## src/rtl/serial_pkg.sv

```systemverilog
// Shared definitions for the asynchronous serial link (transmitter and receiver).
// Holds the transmitter state encoding and the line levels both ends agree on.
// No logic here; imported by serial_tx and its interface users.
package serial_pkg;

    typedef enum logic [2:0] {
        IDLE,
        START,
        DATA,
        PARITY,
        STOP
    } tx_state_t;

    localparam logic IDLE_LEVEL  = 1'b1;
    localparam logic START_LEVEL = 1'b0;

endpackage

```

## src/rtl/serial_tx_if.sv

```systemverilog
// Parallel word handshake between a producer and the serial transmitter.
// Latency: none, plain wires.
// Backpressure: a word moves only on a clock edge where valid and ready are both high.
interface serial_tx_if #(
    parameter int WIDTH = 8
);
    logic [WIDTH-1:0] data;
    logic             valid;
    logic             ready;

    modport master (output data, output valid, input ready);
    modport slave  (input data, input valid, output ready);
endinterface

```

## src/rtl/bit_timer.sv

```systemverilog
// Bit-period timer: counts clock cycles inside one serial bit and flags the last one.
// Latency: tick is decoded from the registered count, high in the final cycle of each period.
// Backpressure: none; enable low freezes the count, clear restarts it at zero.
module bit_timer #(
    parameter int BIT_CYCLES = 4
) (
    input  logic clock,
    input  logic reset,
    input  logic clear,
    input  logic enable,
    output logic tick
);
    localparam int            CW   = (BIT_CYCLES > 1) ? $clog2(BIT_CYCLES) : 1;
    localparam logic [CW-1:0] LAST = CW'(BIT_CYCLES - 1);

    logic [CW-1:0] cnt;

    assign tick = enable && (cnt == LAST);

    // Cycle counter wraps to zero on the last cycle of each bit period.
    always_ff @(posedge clock) begin
        if (reset || clear) begin
            cnt <= '0;
        end else if (enable) begin
            cnt <= tick ? '0 : cnt + CW'(1);
        end
    end
endmodule

```

## src/rtl/serial_tx.sv

```systemverilog
// Serial transmitter: sends start bit, WIDTH data bits LSB first, [parity], stop bit.
// Latency: start bit on the line the cycle after the transfer edge; frame (WIDTH+2)*BIT_CYCLES cycles.
// Backpressure: ready only in IDLE; valid is ignored while a frame is in flight.
// Optional even-parity bit after the data bits when SERIAL_TX_PARITY_EN is defined.
module serial_tx
    import serial_pkg::*;
#(
    parameter int WIDTH      = 8,
    parameter int BIT_CYCLES = 4
) (
    input  logic       clock,
    input  logic       reset,
    serial_tx_if.slave tx,
    output logic       serial_out,
    output logic       busy,
    output logic       done
);
    localparam int            BW       = $clog2(WIDTH + 1);
    localparam logic [BW-1:0] LAST_BIT = BW'(WIDTH - 1);

    tx_state_t        state;
    tx_state_t        next_state;
    logic [WIDTH-1:0] shift;
    logic [BW-1:0]    bit_cnt;
    logic             tick;
    logic             in_idle;
    logic             take;
`ifdef SERIAL_TX_PARITY_EN
    logic             parity;
`endif

    assign in_idle = (state == IDLE);
    assign take    = tx.valid && in_idle;

    // Timer sits cleared in IDLE so every frame starts on a fresh bit period.
    bit_timer #(.BIT_CYCLES(BIT_CYCLES)) u_timer (
        .clock  (clock),
        .reset  (reset),
        .clear  (in_idle),
        .enable (!in_idle),
        .tick   (tick)
    );

    // State register; reset abandons any frame in flight.
    always_ff @(posedge clock) begin
        if (reset) begin
            state <= IDLE;
        end else begin
            state <= next_state;
        end
    end

    // Next-state: each non-idle state lasts whole bit periods, DATA lasts WIDTH of them.
    always_comb begin
        next_state = state;
        case (state)
            IDLE:  if (take) next_state = START;
            START: if (tick) next_state = DATA;
            DATA: begin
                if (tick && (bit_cnt == LAST_BIT)) begin
`ifdef SERIAL_TX_PARITY_EN
                    next_state = PARITY;
`else
                    next_state = STOP;
`endif
                end
            end
`ifdef SERIAL_TX_PARITY_EN
            PARITY: if (tick) next_state = STOP;
`endif
            STOP:  if (tick) next_state = IDLE;
            default: next_state = IDLE;
        endcase
    end

    // Word capture on transfer, then one right shift per completed data bit.
    always_ff @(posedge clock) begin
        if (reset) begin
            shift   <= '0;
            bit_cnt <= '0;
`ifdef SERIAL_TX_PARITY_EN
            parity  <= 1'b0;
`endif
        end else if (take) begin
            shift   <= tx.data;
            bit_cnt <= '0;
`ifdef SERIAL_TX_PARITY_EN
            parity  <= ^tx.data;
`endif
        end else if ((state == DATA) && tick) begin
            shift   <= shift >> 1;
            bit_cnt <= (bit_cnt == LAST_BIT) ? '0 : bit_cnt + BW'(1);
        end
    end

    // Outputs decoded from registered state only, so data/valid never reach the line directly.
    always_comb begin
        serial_out = IDLE_LEVEL;
        tx.ready   = 1'b0;
        busy       = 1'b1;
        done       = 1'b0;
        case (state)
            IDLE: begin
                tx.ready = 1'b1;
                busy     = 1'b0;
            end
            START:  serial_out = START_LEVEL;
            DATA:   serial_out = shift[0];
`ifdef SERIAL_TX_PARITY_EN
            PARITY: serial_out = parity;
`endif
            STOP: begin
                serial_out = IDLE_LEVEL;
                done       = tick;
            end
            default: begin
                busy = 1'b0;
            end
        endcase
    end
endmodule

```

## src/flat_wrapper.sv

```systemverilog
// flat-port wrapper written by rule: the top's interface ports become plain ports
module serial_tx_flat import serial_pkg::*;
#(
    parameter int WIDTH      = 8,
    parameter int BIT_CYCLES = 4
)
  (clock, reset, serial_out, busy, done, tx_data, tx_valid, tx_ready);
  serial_tx_if #(.WIDTH(WIDTH)) tx_i ();
  input  logic clock;
  input  logic reset;
  output logic serial_out;
  output logic busy;
  output logic done;
  input wire logic [$bits(tx_i.data)-1:0] tx_data;
  input wire logic [$bits(tx_i.valid)-1:0] tx_valid;
  output wire logic [$bits(tx_i.ready)-1:0] tx_ready;
  assign tx_i.data = tx_data;
  assign tx_i.valid = tx_valid;
  assign tx_ready = tx_i.ready;
  serial_tx #(.WIDTH(WIDTH), .BIT_CYCLES(BIT_CYCLES)) u_core (.clock(clock), .reset(reset), .tx(tx_i), .serial_out(serial_out), .busy(busy), .done(done));
endmodule
```

## config.mk

```make
export PLATFORM = sky130hd
export DESIGN_NAME = serial_tx_flat
export DESIGN_NICKNAME = d
export VERILOG_FILES = /design/src/rtl/serial_pkg.sv /design/src/rtl/serial_tx_if.sv /design/src/rtl/bit_timer.sv /design/src/rtl/serial_tx.sv /design/src/flat_wrapper.sv
export SDC_FILE = /design/constraint.sdc
export NUM_CORES = 1
export LEC_CHECK = 0
export ABC_AREA = 1
export CORE_AREA = 3 3 44 86
export DETAILED_ROUTE_END_ITERATION = 10
export DIE_AREA = 0 0 47 89
export MAX_ROUTING_LAYER = met4
export PLACE_DENSITY_LB_ADDON = 0.05
export REMOVE_ABC_BUFFERS = 1
export SYNTH_ARGS = -nofsm -noshare
export SYNTH_HDL_FRONTEND = slang
export SYNTH_HIERARCHICAL = 1
export SYNTH_SLANG_ARGS = --single-unit
```

## constraint.sdc

```tcl
create_clock -name clock -period 2.8 [get_ports clock]
set_input_delay 0.28 -clock clock [delete_from_list [all_inputs] [get_ports clock]]
set_output_delay 0.28 -clock clock [all_outputs]
set_load 0.02 [all_outputs]
```

Word level (Yosys, flattened, before mapping)
Index checks and enable logic that the tools add are counted.
W data, S select, Z words.
- register bits: 17
- logic and storage cells: 39
- bits of input ports: 11
- equality and inequality tests: 9
- reduce and logical (&&, ||, !) cells: 11
- multiplexer cells: 13
- add/sub/neg operators: 2
- operator list (operator ; number):
    $mux W8 ; 2
    $mux W3 ; 4
    $pmux W3 S4 ; 1
    $ne A2 B1 Y1 const B ; 3
    $add A4 B1 Y4 const B ; 1
    $eq A4 B3 Y1 const B ; 1
    $logic_and A1 B1 Y1 ; 4
    $mux W4 ; 1
    $reduce_and A4 Y1 ; 1
    $eq A3 B1 Y1 const B ; 1
    $eq A3 B2 Y1 const B ; 1
    $eq A3 B3 Y1 const B ; 1
    $logic_not A3 Y1 ; 1
    $mux W1 ; 3
    $reduce_or A3 Y1 ; 1
    $add A2 B1 Y2 const B ; 1
    $eq A2 B2 Y1 const B ; 1
    $mux W2 ; 1
    $ne A2 B2 Y1 const B ; 1
    $pmux W1 S2 ; 1
    $reduce_bool A2 Y1 ; 1
    $reduce_or A2 Y1 ; 1
    $logic_not A1 Y1 ; 1
    $logic_or A1 B1 Y1 ; 1

Logic depth before layout (Yosys ltp)
- depth in word-level cells: 6
- depth in mapped cells: 11
- depth with buffers taken out: 10

By module
Netlist, hierarchy kept.
- by module, submodules not included (module ; cells an instance ; instances ; seq. area each (sq um) ; area an instance (sq um)):
    serial_tx ; 117 ; 1 ; 300.3 ; 848.3
    bit_timer ; 16 ; 1 ; 40.0 ; 105.1

Worst setup path before layout
No wires, ideal clock.
- kind: register -> output
- from: register u_core.state[2]
- to: output port done
- path slack: 1299 ps
- data arrival time: 1221 ps
- cell stages (with the launch flop): 7
- required time: 2520 ps
- cell sequence: dfxtp_1 > inv_2 > nand2_1 > nand2_1 > inv_1 > inv_1 > nor2_1
- cells in the longest elaborated chain, start to end: 4
- elaborated cells between the ends (all ways): 5
- RTL lines (item ; RTL line ; source):
    start, declared ; serial_tx.sv:21 ; tx_state_t state;
    start signal, assigned ; serial_tx.sv:49 ; state <= next_state;
    $logic_not A3 Y1 ; serial_tx.sv:32 ; assign in_idle = (state == IDLE);
    $logic_not A1 Y1 ; serial_tx.sv:40 ; .enable (!in_idle),
    $logic_and A1 B1 Y1 ; bit_timer.sv:18 ; assign tick = enable && (cnt == LAST);
    net u_core.tick ; serial_tx.sv:25 ; logic tick;
    $mux W1 ; serial_tx.sv:102 ; case (state)
    end, declared ; flat_wrapper.sv:13 ; output logic done;
The timed path passes the listed nets, and every way through them passes these cells.

Worst setup path in the final report
Ends and elaborated chain as after synthesis.

==> reports/metrics.csv <==
stage,metric,value,unit
global_routing,grt_max_degree,14,
global_routing,antenna_found_initial,0,
outcome,status,"finished, final reports clean",
critical_path,critical_path_required,2.52,ns
floorplanning,die-area,4180,um^2
critical_path,r2r_end,u_core/shift[2],
sta,fin_ws,0.513,ns
synthesis,synth.distinct_cells,22,
power_and_ir_drop,report.power.total,0.649,mW
clocking,cts_resized,0,
global_routing,grt_remaining_overflow,0,
critical_path,crit_path_end,done,
floorplanning,core,3190,um^2
clocking,cts_sinks,17,
placed_design,port_buffers,14,
placed_design,dp_slack,0.768,ns
detailed_routing,first_pass_iters,4,
clocking,h-tree-depth,1,
detailed_routing,vias,853,
critical_path,r2r-start,u_core/state[2],
sta,setup_viol,0,
sta,finClkSkew,0.00320,ns
detailed_routing,wl_per_cell,11.2,um
final_layout,fin_nets,162,
synthesis,ys_seq_area_share,35.7,%
sta,slew_headroom,68.4,%
clocking,numCtsBuffers,3,
detailed_routing,postRouteWirelength,2.01,mm
synthesis,synth_area_per_cell,7.17,um^2
critical_path,crit_type,reg -> out,
sta,hold_viol_final,0,
sta,final.min_clock_period,2.29,ns
critical_path,r2r_slack,0.95,ns
detailed_routing,drc,0,
floorplanning,die-height,89,um
final_layout,drive_gt1_share,12.8,%
power_and_ir_drop,peakVddDrop,0.262,mV
detailed_routing,viasPerCell,4.77,
global_routing,grt_usage,11.8,%
floorplanning,pin_count,15,
sta,slew_violations,0,
power_and_ir_drop,p_leak,0.473,nW
critical_path,path_max_fanout,6,
run,cap_violations,0,
sta,finalCritPeriodShare,81.7,%
global_routing,grt_first_pass_wirelength,3.44,mm
sta,timing.hold.ws,0.465,ns
global_routing,grt_pass1_vias,807,
floorplanning,rows,29,
clocking,cts.clk_slew.worst_paths,0.07,ns
sta,fin_tns_setup,0,ns
power_and_ir_drop,p_per_area,564,nW/um^2
placed_design,place_area,1110,um^2
floorplanning,start_util,29.9,%
clocking,post-cts-setup-buffers,0,
final_layout,fin_area,1150,um^2
clocking,clock_path_buffers,2,
critical_path,arrival,2.01,ns
synthesis,synth_seq_cells,17,
placed_design,gp_congestion,0.751,
critical_path,worst_r2r_path_depth,8,
min_path,hp-class,reg -> reg,
synthesis,synthesis.area,953,um^2
floorplanning,die_w,47,um
final_layout,syn_to_final_growth,20.7,%
clocking,hold_buffers,0,
placed_design,dp_hpwl,1.63,mm
synthesis,yosys_warnings,6,
critical_path,startpoint,u_core/state[2],
synthesis,synthCells,133,
clocking,clockRootBuffer,clkbuf_8,
detailed_routing,drtAntennaViolNets,0,
clocking,clk_latency,0.25,ns
critical_path,cp-start-kind,flop,
sta,tightest_slew,0.474,ns
critical_path,endpoint_kind,primary output,
sta,fmax,0.437,GHz
clocking,tritoncts,done,
detailed_routing,drtIter0Drc,11,
final_layout,diodes,0,
sta,rsz0062_at_grt,false,
synthesized netlist by cell type, drive strengths merged:
master	count	share of area [%]
nand3b	3	2.4
buf	2	2.4
nand3	12	8.1
ha	2	2.6
inv	18	7.1
nand4	3	2.0
dfxtp	17	36
nor3	1	1.0
nor3b	3	3.9
clkbuf	1	0.39
a21oi	12	6.7
nand2	41	18
o21ai	4	2.1
nor2	14	7.6
critical path, cell delays in order (launching register included):
cell and delay, ns:
dfxtp_1 0.42, inv_2 0.10, nand2_1 0.18, nand2_1 0.08
inv_1 0.14, inv_1 0.11, nor2_1 0.12, clkdlybuf4s50_1 0.60
flip-flops by register name (all words and copies together) (netlist names):
signal and count:
u_core/u_timer/cnt 2, u_core/state 3, u_core/bit_cnt 4, u_core/shift 8
layout by cell type (no fill, tap or decap):
cell             instances
nand4_1                  3
clkbuf_8                 3
nor3_2                   1
nand2_1                 38
nand3_4                  1
nand2_4                  2
nor3b_2                  3
ha_1                     2
clkbuf_1                 1
inv_2                    2
nand2_2                  1
nand3_2                  1
a21oi_2                  1
nand3b_1                 3
nor2_4                   2
dfxtp_1                 17
nor2_2                   2
nor2_1                  10
o21ai_0                  4
nand3_1                 10
clkdlybuf4s50_1         14
a21oi_1                 11
inv_1                   16
power breakdown:
| part | internal, mW | total [mW] | switching, mW |
|---|---|---|---|
| clock network | 0.101 | 0.184 | 0.0833 |
| logic | 0.0777 | 0.187 | 0.109 |
| registers | 0.263 | 0.278 | 0.0152 |
| total | 0.441 | 0.649 | 0.208 |
cells by family (layout without fill, tap and decap cells):
group	count (synthesis)	after routing	synth area share [%]
AOI/OAI and AO/OA	16	16	8.79
adders and majority gates	2	2	2.62
buffers and inverters	21	36	9.84
DFF	17	17	35.7
and+or+nand+nor	77	77	43.0
per-layer routing:
metal	vias to the layer above	track usage [%]	routed length, um
li1	456	-	-
met3	4	1.81	58
met4	0	6.05	40
met1	380	13.1	839
met5	-	-	0
met2	13	19.3	1070
final cells by class:
type	count	area (um^2)
fill	378	2040
multi-input combinational	95	519
sequential	17	340
timing repair buffer	14	140
inverter	18	67.6
clock buffer	4	45.0
tap	31	38.8
through the flow:
| step | utilization, % | std cells |
|---|---|---|
| floorplan | - | 130 |
| global placement | 34.6 | 175 |
| detailed placement | 34.6 | 175 |
| CTS | 36.1 | 179 |
| global route | 36.1 | 179 |
| finish | 36.1 | 179 |
how the worst min path moves through the flow:
stage,slack (ns),end,depth (start not counted),start
detailed placement,0.46,u_core/shift[4],2,u_core/shift[4]
finish,0.46,u_core/shift[7],2,u_core/shift[7]
global placement,0.46,u_core/shift[5],2,u_core/shift[5]
floorplan,0.35,u_core/shift[4],1,reset
global route,0.50,u_core/shift[5],2,u_core/shift[5]
CTS,0.47,u_core/shift[4],2,u_core/shift[4]
Power figures use the tool's default switching activity.
